`config.mk`:
```
export PLATFORM = sky130hd
export DESIGN_NAME = mux4_rr_arbiter
export DESIGN_NICKNAME = d
export VERILOG_FILES = /design/src/rtl/mux4_rr_arbiter.sv
export SDC_FILE = /design/constraint.sdc
export NUM_CORES = 1
export LEC_CHECK = 0
export CAP_MARGIN = 20
export CORE_MARGIN = 10
export CORE_UTILIZATION = 43
export CTS_BUF_LIST = sky130_fd_sc_hd__clkbuf_8
export CTS_CLUSTER_DIAMETER = 60
export DETAILED_ROUTE_END_ITERATION = 6
export PLACE_DENSITY = 0.87
export SLEW_MARGIN = 10
export SYNTH_ARGS = -nofsm -noshare
export SYNTH_HDL_FRONTEND = slang
export SYNTH_SLANG_ARGS = --single-unit
```
`constraint.sdc`:
```
create_clock -name clk -period 4.45 [get_ports clk]
set_clock_uncertainty 0.15 [all_clocks]
set_input_delay 0.89 -clock clk [delete_from_list [all_inputs] [get_ports clk]]
set_output_delay 0.89 -clock clk [all_outputs]
set_load 0.02 [all_outputs]
```
`src/rtl/mux4_rr_arbiter.sv`:
```
// Round-robin arbiter owning the select of a 4:1 data mux, with a per-grant
// beat cap and a valid/ready output stream.
module mux4_rr_arbiter #(
    parameter int DW       = 8,
    parameter int HOLD_MAX = 4
) (
    input  logic            clk,
    input  logic            rst,
    input  logic [3:0]      req,
    input  logic [4*DW-1:0] i,
    input  logic            y_ready,
    output logic [DW-1:0]   y,
    output logic            y_valid,
    output logic [3:0]      gnt,
    output logic [1:0]      sel
);

    typedef enum logic {
        ST_IDLE  = 1'b0,
        ST_GRANT = 1'b1
    } state_t;

    localparam logic [3:0] CNT_LAST = 4'(HOLD_MAX - 1);

    state_t     r_state;
    logic [1:0] r_sel;
    logic [3:0] r_gnt;
    logic [1:0] r_ptr;
    logic [3:0] r_cnt;

    state_t     w_nx_state;
    logic [1:0] w_nx_sel;
    logic [3:0] w_nx_gnt;
    logic [1:0] w_nx_ptr;
    logic [3:0] w_nx_cnt;

    logic [1:0]    w_base;
    logic [1:0]    w_idx;
    logic [1:0]    w_win;
    logic          w_found;
    logic          w_valid;
    logic          w_xfer;
    logic          w_release;
    logic [DW-1:0] w_lane;

    function automatic logic [3:0] onehot(input logic [1:0] idx);
        logic [3:0] v;
        v = 4'b0000;
        v[idx] = 1'b1;
        return v;
    endfunction

    // Handshake qualifiers and release detection for the current grant
    always_comb begin
        w_lane    = i[r_sel*DW +: DW];
        w_valid   = (r_state == ST_GRANT) && req[r_sel];
        w_xfer    = w_valid && y_ready;
        w_release = (r_state == ST_GRANT) &&
                    (!req[r_sel] || (w_xfer && (r_cnt == CNT_LAST)));
    end

    // Winner search; on release the just-served lane drops to the back
    always_comb begin
        w_base  = (r_state == ST_GRANT) ? (r_sel + 2'd1) : r_ptr;
        w_found = 1'b0;
        w_win   = 2'd0;
        w_idx   = 2'd0;
        for (int k = 3; k >= 0; k--) begin
            w_idx = w_base + 2'(k);
            if (req[w_idx]) begin
                w_found = 1'b1;
                w_win   = w_idx;
            end else begin
                w_found = w_found;
            end
        end
    end

    // Next-state and next-register computation
    always_comb begin
        w_nx_state = r_state;
        w_nx_sel   = r_sel;
        w_nx_gnt   = r_gnt;
        w_nx_ptr   = r_ptr;
        w_nx_cnt   = r_cnt;
        case (r_state)
            ST_IDLE: begin
                if (w_found) begin
                    w_nx_state = ST_GRANT;
                    w_nx_sel   = w_win;
                    w_nx_gnt   = onehot(w_win);
                    w_nx_cnt   = 4'd0;
                end else begin
                    w_nx_gnt   = 4'b0000;
                end
            end
            ST_GRANT: begin
                if (w_release) begin
                    w_nx_ptr = r_sel + 2'd1;
                    if (w_found) begin
                        w_nx_sel = w_win;
                        w_nx_gnt = onehot(w_win);
                        w_nx_cnt = 4'd0;
                    end else begin
                        w_nx_state = ST_IDLE;
                        w_nx_gnt   = 4'b0000;
                    end
                end else if (w_xfer) begin
                    w_nx_cnt = r_cnt + 4'd1;
                end else begin
                    w_nx_cnt = r_cnt;
                end
            end
            default: begin
                w_nx_state = ST_IDLE;
                w_nx_gnt   = 4'b0000;
            end
        endcase
    end

    // State and grant registers
    always_ff @(posedge clk) begin
        if (rst) begin
            r_state <= ST_IDLE;
            r_sel   <= 2'd0;
            r_gnt   <= 4'b0000;
            r_ptr   <= 2'd0;
            r_cnt   <= 4'd0;
        end else begin
            r_state <= w_nx_state;
            r_sel   <= w_nx_sel;
            r_gnt   <= w_nx_gnt;
            r_ptr   <= w_nx_ptr;
            r_cnt   <= w_nx_cnt;
        end
    end

    // Output stream: zero data whenever no valid beat is presented
    always_comb begin
        y_valid = w_valid;
        if (w_valid) begin
            y = w_lane;
        end else begin
            y = {DW{1'b0}};
        end
    end

    assign gnt = r_gnt;
    assign sel = r_sel;

endmodule

```
# Word-level counts from Yosys, hierarchy flattened

Index checks and enable logic that the tools add are counted.

Word-level logic and storage cells: 65
Output and inout port bits: 15
Bits of input ports: 39
Register bits: 13

Shifts and indexed selects: 1
Mux-type cells: 35
Magnitude comparators: 7
Reductions and logical operators: 8
Add/subtract/negate cells: 5
Bitwise logic cells: 1
Eq/ne operators: 3

Operators by type and width:

| operator            | count |
|---|---|
| $shiftx 32x6->8     | 1 |
| $mux 4              | 5 |
| $lt 2x3->1 const B  | 6 |
| $pmux 4 s2          | 2 |
| $mux 2              | 7 |
| $mux 1              | 12 |
| $bmux 1 s2          | 5 |
| $mux 8              | 1 |
| $logic_and 1x1->1   | 5 |
| $add 2x1->2 const B | 2 |
| $add 2x2->2 const B | 2 |
| $add 4x1->4 const B | 1 |
| $eq 4x2->1 const B  | 1 |
| $pmux 2 s2          | 1 |
| $ne 3x1->1 const B  | 1 |
| $demux 1 s2         | 1 |
| $ge 2x1->1 const B  | 1 |
| $ne 2x1->1 const B  | 1 |
| $pmux 1 s2          | 1 |
| $reduce_and 2->1    | 1 |
| $logic_not 1->1     | 1 |
| $logic_or 1x1->1    | 1 |
| $not 1->1           | 1 |

# Depth between registers and ports, before layout

Gate-level depths: netlist (run 1).

Word-level depth: 16
Mapped depth: 8
Depth with buffers taken out: 6

# Worst setup path after synthesis (run 1)

No wires, ideal clock.

Path type: flip-flop to output port
Start point: reg r_sel[0], in the netlist sel[0]
End point: out y[0]
Data required time: 3410 ps
Path slack: 1550 ps
Data arrival time: 1860 ps
Stages on the path, launching flop included: 5
Cells stage by stage: dfxtp_1 buf_6 clkbuf_1 mux4_2 and3_1

Cells in the longest elaborated chain, start to end: 4

RTL lines:

| element                                                 | RTL line | text |
|---|---|---|
| start, declared                                         | 26       | `logic [1:0] r_sel;` |
| start signal, assigned                                  | 131      | `r_sel <= w_nx_sel;` |
| branches (longest 3 deep; another with $shiftx 32x6->8) | --       |  |
| $mux 8 *                                                | 141      | `if (w_valid) begin` |
| end, declared                                           | 12       | `output logic [DW-1:0] y,` |

Every way passes the cells marked *. The select of a mux whose other input is x is not followed.

# Worst setup path in the final report (run 1)

Start point: in req[3]
End point: out y[1]

Cells in the longest elaborated chain, start to end: 4

RTL lines:

| element                      | RTL line | text |
|---|---|---|
| start, declared              | 9        | `input logic [3:0] req,` |
| $bmux 1 s2                   | 56       | `w_valid = (r_state == ST_GRANT) && req[r_sel];` |
| $mux 1 (implied by the code) | 56       |  |
| $logic_and 1x1->1            | 56       |  |
| $mux 8                       | 141      |  |

Every way passes these cells. The select of a mux whose other input is x is not followed.

==> impl_results.md, run 1 <==
* # hold bufs at CTS at 0
* DRT antenna net count at 0
* Filler instances at 194
* Clk slew on worst S/H paths at ~50 ps
* Initial antenna violation count at 0
* Max_slew headroom at 0.462
* CP Class: input pin to primary output
* Power Density at 250 nW/µm²
* HP Class: flip-flop to flip-flop
* Antenna cells at 0
* Clk Latency, worst-skew pair at 240 ps
* Mapped Area at 1010 µm²
* H-tree levels at 1
* Multi-input gate area at 683 µm²
* DRT iter0 DRCs at 50
* Core area at 2210 µm²
* Total number of vias at ~1,100
* Fmax at 0.259 GHz
* #FFs+latches synth at 13
* Max clock buf depth at 2
* TritonCTS clock tree: yes
* Max VDD drop at 0.000419 V
* Die area at 4680 µm²
* MaxCap Viol Count at 0
* First-pass GRT wire length at 5600 µm
* GP Congestion at 0.803
* All-Layer GR Usage at 0.155
* Initial Util at 0.455
* Startpoint types: input pin
* Worst R2R Path Depth at 6
* Kind of end point of the critical path: primary output
* Reg area at 260 µm²
* Hold Path Depth at 2
* TritonRoute pass-1 iters at 4
* Row cnt at 17
* Critical Path RT at 3410 ps
* P&R area growth vs syn at 57.0%
* Hold_sp: gnt[2]
* CTS Buf Count at 3
* # port buffers at 53
* Pleak at approximately 0.6 nW
* Sequential area share after synthesis at 0.258
* Final setup TNS at 0 ps
* Grt ovf at 0
* DR vias/cell at about 5.5
* # nets final at 205
* Synth Warn # at 0
* Outcome: finished, final reports clean
* Worst Max-Slew Pin Slew at 806 ps
* Worst Path Max Fanout at 10
* RSZ-0062 raised after global routing: no
* WL final at 3390 µm
* Vias in the first global route at 1,089
* Root Driver: clkbuf_8
* Post-DP HPWL at 2760 µm
* Critical Path AT at 2820 ps
* Unique masters post-synth at 37
* Ports at 54
* CTS resizes at 0
* Mean Syn Cell Area at 8.91 µm²
* Synth Net Count at 153
* Tcrit/Tclk final at 0.867
* Synthesized instance count at approximately 110
* Fin crit period at between 3000 and 4000 ps
* Sink Count at 13
* Placed insts at approximately 190
* Reg-to-reg startpoint: sel[0]
* Largest net degree at the start of global routing at 21
* Fin cells at 192
* Chip width at 68.4 µm
* Layout cells sized above 1 at 0.116
* Post-CTS Setup Bufs at 0
* Reg2Reg Setup Slack at 1660 ps
* Pins over their slew limit at 0
* Setup violators final at 0
* Final hold vios at 0
* Worst Hold End: gnt[2]
* Avg WL per Cell at 17.7 µm
* Die height at between 60 and 70 µm
* FF-to-FF End: gnt[1]
* DRC at 0
## kinds of logic (layout without fill, tap and decap cells)
group,Yosys count,count (layout),synth area share
AND/OR/NAND/NOR,47,47,0.256
AO/OA/AOI/OAI,26,26,0.170
flip-flops,13,13,0.258
buffers and inverters,13,64,0.0634
multiplexers,12,12,0.231
adder cells (fa/ha/maj),1,1,0.0124
XOR/XNOR,1,1,0.00870
## cells in the mapped netlist
library cell / number / area, µm²
a21boi_0: 1 / 7.51
dfxtp_1: 13 / 260
nor4_1: 1 / 6.26
o211ai_1: 2 / 15.0
ha_1: 1 / 12.5
o221a_2: 1 / 11.3
and2_1: 2 / 12.5
o41ai_1: 1 / 8.76
inv_2: 1 / 3.75
mux2i_1: 3 / 30.0
nor2_1: 8 / 30.0
a21oi_1: 11 / 55.1
inv_1: 5 / 18.8
xor2_1: 1 / 8.76
nand2_2: 1 / 6.26
nand2b_1: 1 / 6.26
or2_2: 2 / 12.5
clkbuf_1: 5 / 18.8
a221oi_1: 1 / 8.76
nor4bb_1: 1 / 10.0
a211oi_1: 3 / 22.5
and3_1: 8 / 50.1
nand3b_1: 3 / 22.5
nand3_1: 3 / 15.0
a32oi_1: 1 / 8.76
a211o_1: 1 / 8.76
nand4_1: 1 / 6.26
and2_4: 1 / 8.76
buf_6: 2 / 22.5
o31ai_1: 1 / 7.51
a21o_1: 1 / 7.51
or4b_1: 1 / 10.0
nor3_1: 3 / 15.0
nor2b_1: 2 / 12.5
nand2_1: 9 / 33.8
o21ai_0: 2 / 10.0
mux4_2: 9 / 203
## state kept, by name, summed over array words and instances, names as in the netlist
name     count
r_cnt        4
gnt          4
r_state      1
r_ptr        2
sel          2
## layout by cell type, fill, tap and decap left out, types with 2 or more instances in the layout
cell type        synthesis  final
inv_1                    5      6
or2_2                    2      2
o21ai_0                  2      2
mux2i_1                  3      3
o211ai_1                 2      2
dfxtp_1                 13     13
a21oi_1                 11     11
nor2b_1                  2      2
nand2_1                  9      9
and3_1                   8      8
clkbuf_8                 0      3
nor3_1                   3      3
nand3b_1                 3      3
and2_1                   2      2
mux4_2                   9      9
a211oi_1                 3      3
clkdlybuf4s50_1          0     53
nor2_1                   8      8
nand3_1                  3      3
## layer usage
| metal | part of all wire | track usage | wire length [µm] |
|---|---|---|---|
| met4 | 0 | 0.0151 | 0 |
| met5 | 0 | 0 | 0 |
| met1 | 0.41 | 0.175 | 1390 |
| met3 | 0.039 | 0.0326 | 132 |
| met2 | 0.55 | 0.296 | 1870 |
## critical path, stage by stage
cell and delay, ps:
clkdlybuf4s50_1 510, mux4_2 630, and3_1 220, clkdlybuf4s50_1 560
## where the power goes
part	internal (W)	switching, W	leakage (nW)
Combinational	0.0000913	0.0000611	0.470
Sequential	0.000124	0.0000182	0.106
Clock	0.0000607	0.0000401	0.0269
## how the worst max path moves through the flow
| stage | slack, ps | cells past startpoint | startpoint | end |
|---|---|---|---|---|
| 4_1_cts | 600 | 4 | req[3] | y[1] |
| 6_report | 590 | 4 | req[3] | y[1] |
| 2_1_floorplan | 1550 | 4 | sel[0] | y[0] |
| 3_3_place_gp | 660 | 4 | req[3] | y[5] |
| 3_5_place_dp | 600 | 4 | req[3] | y[1] |
| 5_1_grt | 540 | 4 | req[3] | y[7] |
## layout make-up
cell class                 instances  share of cell area
clock buffer                       3              0.0261
tap                               28              0.0222
sequential                        13               0.165
timing repair buffer              54               0.339
inverter                           6              0.0142
multi-input combinational         87               0.432
clock inverter                     1             0.00237
## through the flow
step	total power, W	worst slack [ps]	instance area (µm²)	utilization	hold slack (ps)
after floorplan	0.000227	1550	1010	-	325
after global placement	0.000291	664	1530	0.692	294
after detailed placement	0.000297	605	1530	0.692	295
after CTS	0.000397	601	1580	0.713	310
after global routing	0.000419	542	1580	0.715	326
final	0.000396	590	1580	0.715	308
(Power assumes the default switching activity.)
==> inputs of run 2 (changes only) <==
CORE_MARGIN = 3   (was 10)
==> run 2 against run 1 <==
Net effect: non-clock buffer count decreased by 1; combinational power about the same; global-route usage increased by 9.3 points; critical endpoint is now y[3]; first-iteration DRC count decreased by 30%; highest routed layer is now met4; sequential share of layout area unchanged; worst hold slack improved by 1.1 ps; clock power about the same.
==> impl_results.md, run 2 (synthesis results as in run 1) <==
* Critical-path cell list: clkdlybuf4s50_1 > mux4_2 > and3_1 > clkdlybuf4s50_1
* RSZ-0062 raised after global routing: no
* Setup violators final at 0
* Die area at 2960 µm²
* HP Class: flip-flop to flip-flop
* # hold bufs at CTS at 0
* H-tree levels at 1
* Master of the slowest instance on the critical path: mux4_2
* Row cnt at 16
* Power Density at 253 nW/µm²
* Commonest cells after routing, fill and taps aside: 53 x clkdlybuf4s50_1, 13 x dfxtp_1, 11 x a21oi_1, 9 x mux4_2, 9 x nand2_1
* CTS Buf Count at 3
* Hold_sp: gnt[2]
* Initial antenna violation count at 0
* Sink Count at 13
* Fin crit period at 3870 ps
* Clk Latency, worst-skew pair at 240 ps
* Vias in the first global route at 1,049
* GP Congestion at slightly below 0.8
* MaxCap Viol Count at 0
* Clk slew on worst S/H paths at roughly 50 ps
* Post-CTS Setup Bufs at 0
* Worst Max-Slew Pin Slew at 808 ps
* Initial Util at 0.484
* Reg2Reg Setup Slack at 1620 ps
* Met3 usage at 0.0354
* First-pass GRT wire length at 5160 µm
* Kind of end point of the critical path: primary output
* Fmax at approximately 0.26 GHz
* Worst Path Max Fanout at 10
* Reg-to-reg startpoint: sel[0]
* Most frequent CP cell: clkdlybuf4s50_1
* Critical Path RT at approximately 3400 ps
* Tcrit/Tclk final at 0.870
* Total Power at 0.000400 W
* Avg WL per Cell at 17.5 µm
* Worst Hold End: gnt[2]
* Max_slew headroom at 0.460
* Post-DP HPWL at 2580 µm
* Max VDD drop at approximately 0.00022 V
* Pins over their slew limit at 0
* Hold Path Depth at 2
* Ports at 54
* Root Driver: clkbuf_8
* Worst R2R Path Depth at 6
* FF-to-FF End: gnt[1]
* TritonRoute pass-1 iters at 4
* # nets final at ~200
* Largest net degree at the start of global routing at 21
* Antenna cells at 0
* Layout cells sized above 1 at 0.117
* DR vias/cell at just under 6
* Pleak at 0.599 nW
* Startpoint types: input pin
* Critical Path AT at 2830 ps
* P&R area growth vs syn at 57.0%
* TritonCTS clock tree: yes
* Met2 GRT Util at 0.426
* CP Class: input pin to primary output
* Grt ovf at 0
* Most Used Layer, Global Route: met2
* CTS resizes at 0
* WL final at around 3300 µm
* Max clock buf depth at 2
* Met1 GRT Util at 0.298
* Commonest non-fill, non-tap cell in the layout: clkdlybuf4s50_1
* Outcome: finished, final reports clean
* DRT iter0 DRCs at 35
* Final setup TNS at 0 ps
* Die height at between 50 and 60 µm
* Final hold vios at 0
* Largest stage delay, worst path at 640 ps
* Chip width at 54.4 µm
* DRC at 0
* # port buffers at 53
* Core area at around 2100 µm²
* Total number of vias at around 1,100
* DRT antenna net count at 0
* All-Layer GR Usage at 0.248
==> run 2: changes by cell type in the layout (fill, tap and decap cells not counted) <==
cell / previous run / this run
nor4_1: 1 / 0
nor4_2: 0 / 1
clkbuf_2: 1 / 0
==> run 2: worst max-delay path by stage <==
stage,from,depth (start not counted),slack [ps],to
2_1_floorplan,sel[0],4,1550,y[0]
3_3_place_gp,req[3],4,660,y[1]
3_5_place_dp,req[3],4,620,y[3]
4_1_cts,req[3],4,590,y[3]
5_1_grt,req[3],4,520,y[3]
6_report,req[3],4,580,y[3]
==> run 2: worst max-delay path, delay by kind of cell <==
kind,cells,cell delay (ps)
buffers and inverters,2,1080
multiplexers,1,640
AND/OR/NAND/NOR,1,220
==> run 2: layout make-up <==
cell class | instances | area [µm²]
Sequential cell | 13 | 260
Clock buffer | 3 | 41.3
Clock inverter | 1 | 3.75
Fill cell | 161 | 500
Inverter | 6 | 22.5
Multi-Input combinational cell | 87 | 689
Tap cell | 27 | 33.8
Timing Repair Buffer | 53 | 531
==> run 2: metal layers <==
layer	wire, µm	share of wire	up-vias
met5	0	0	-
met4	104	0.031	0
met3	172	0.052	10
met2	1770	0.53	42
met1	1270	0.38	529
li1	-	-	526
==> run 2: stage by stage <==
step                hold WS (ps)   util  area (µm²)  instances  setup slack [ps]
global placement             294  0.735        1530        186               664
detailed placement           302  0.735        1530        186               615
floorplan                    325      -        1010        113              1550
finish                       309  0.760        1580        190               577
CTS                          313  0.757        1580        190               590
global route                 328  0.760        1580        190               516
==> run 2: where the power goes <==
group	switching, W	internal [W]	total, W
Combinational	0.0000629	0.0000913	0.000154
Clock	0.0000421	0.0000609	0.000103
Sequential	0.0000186	0.000124	0.000143
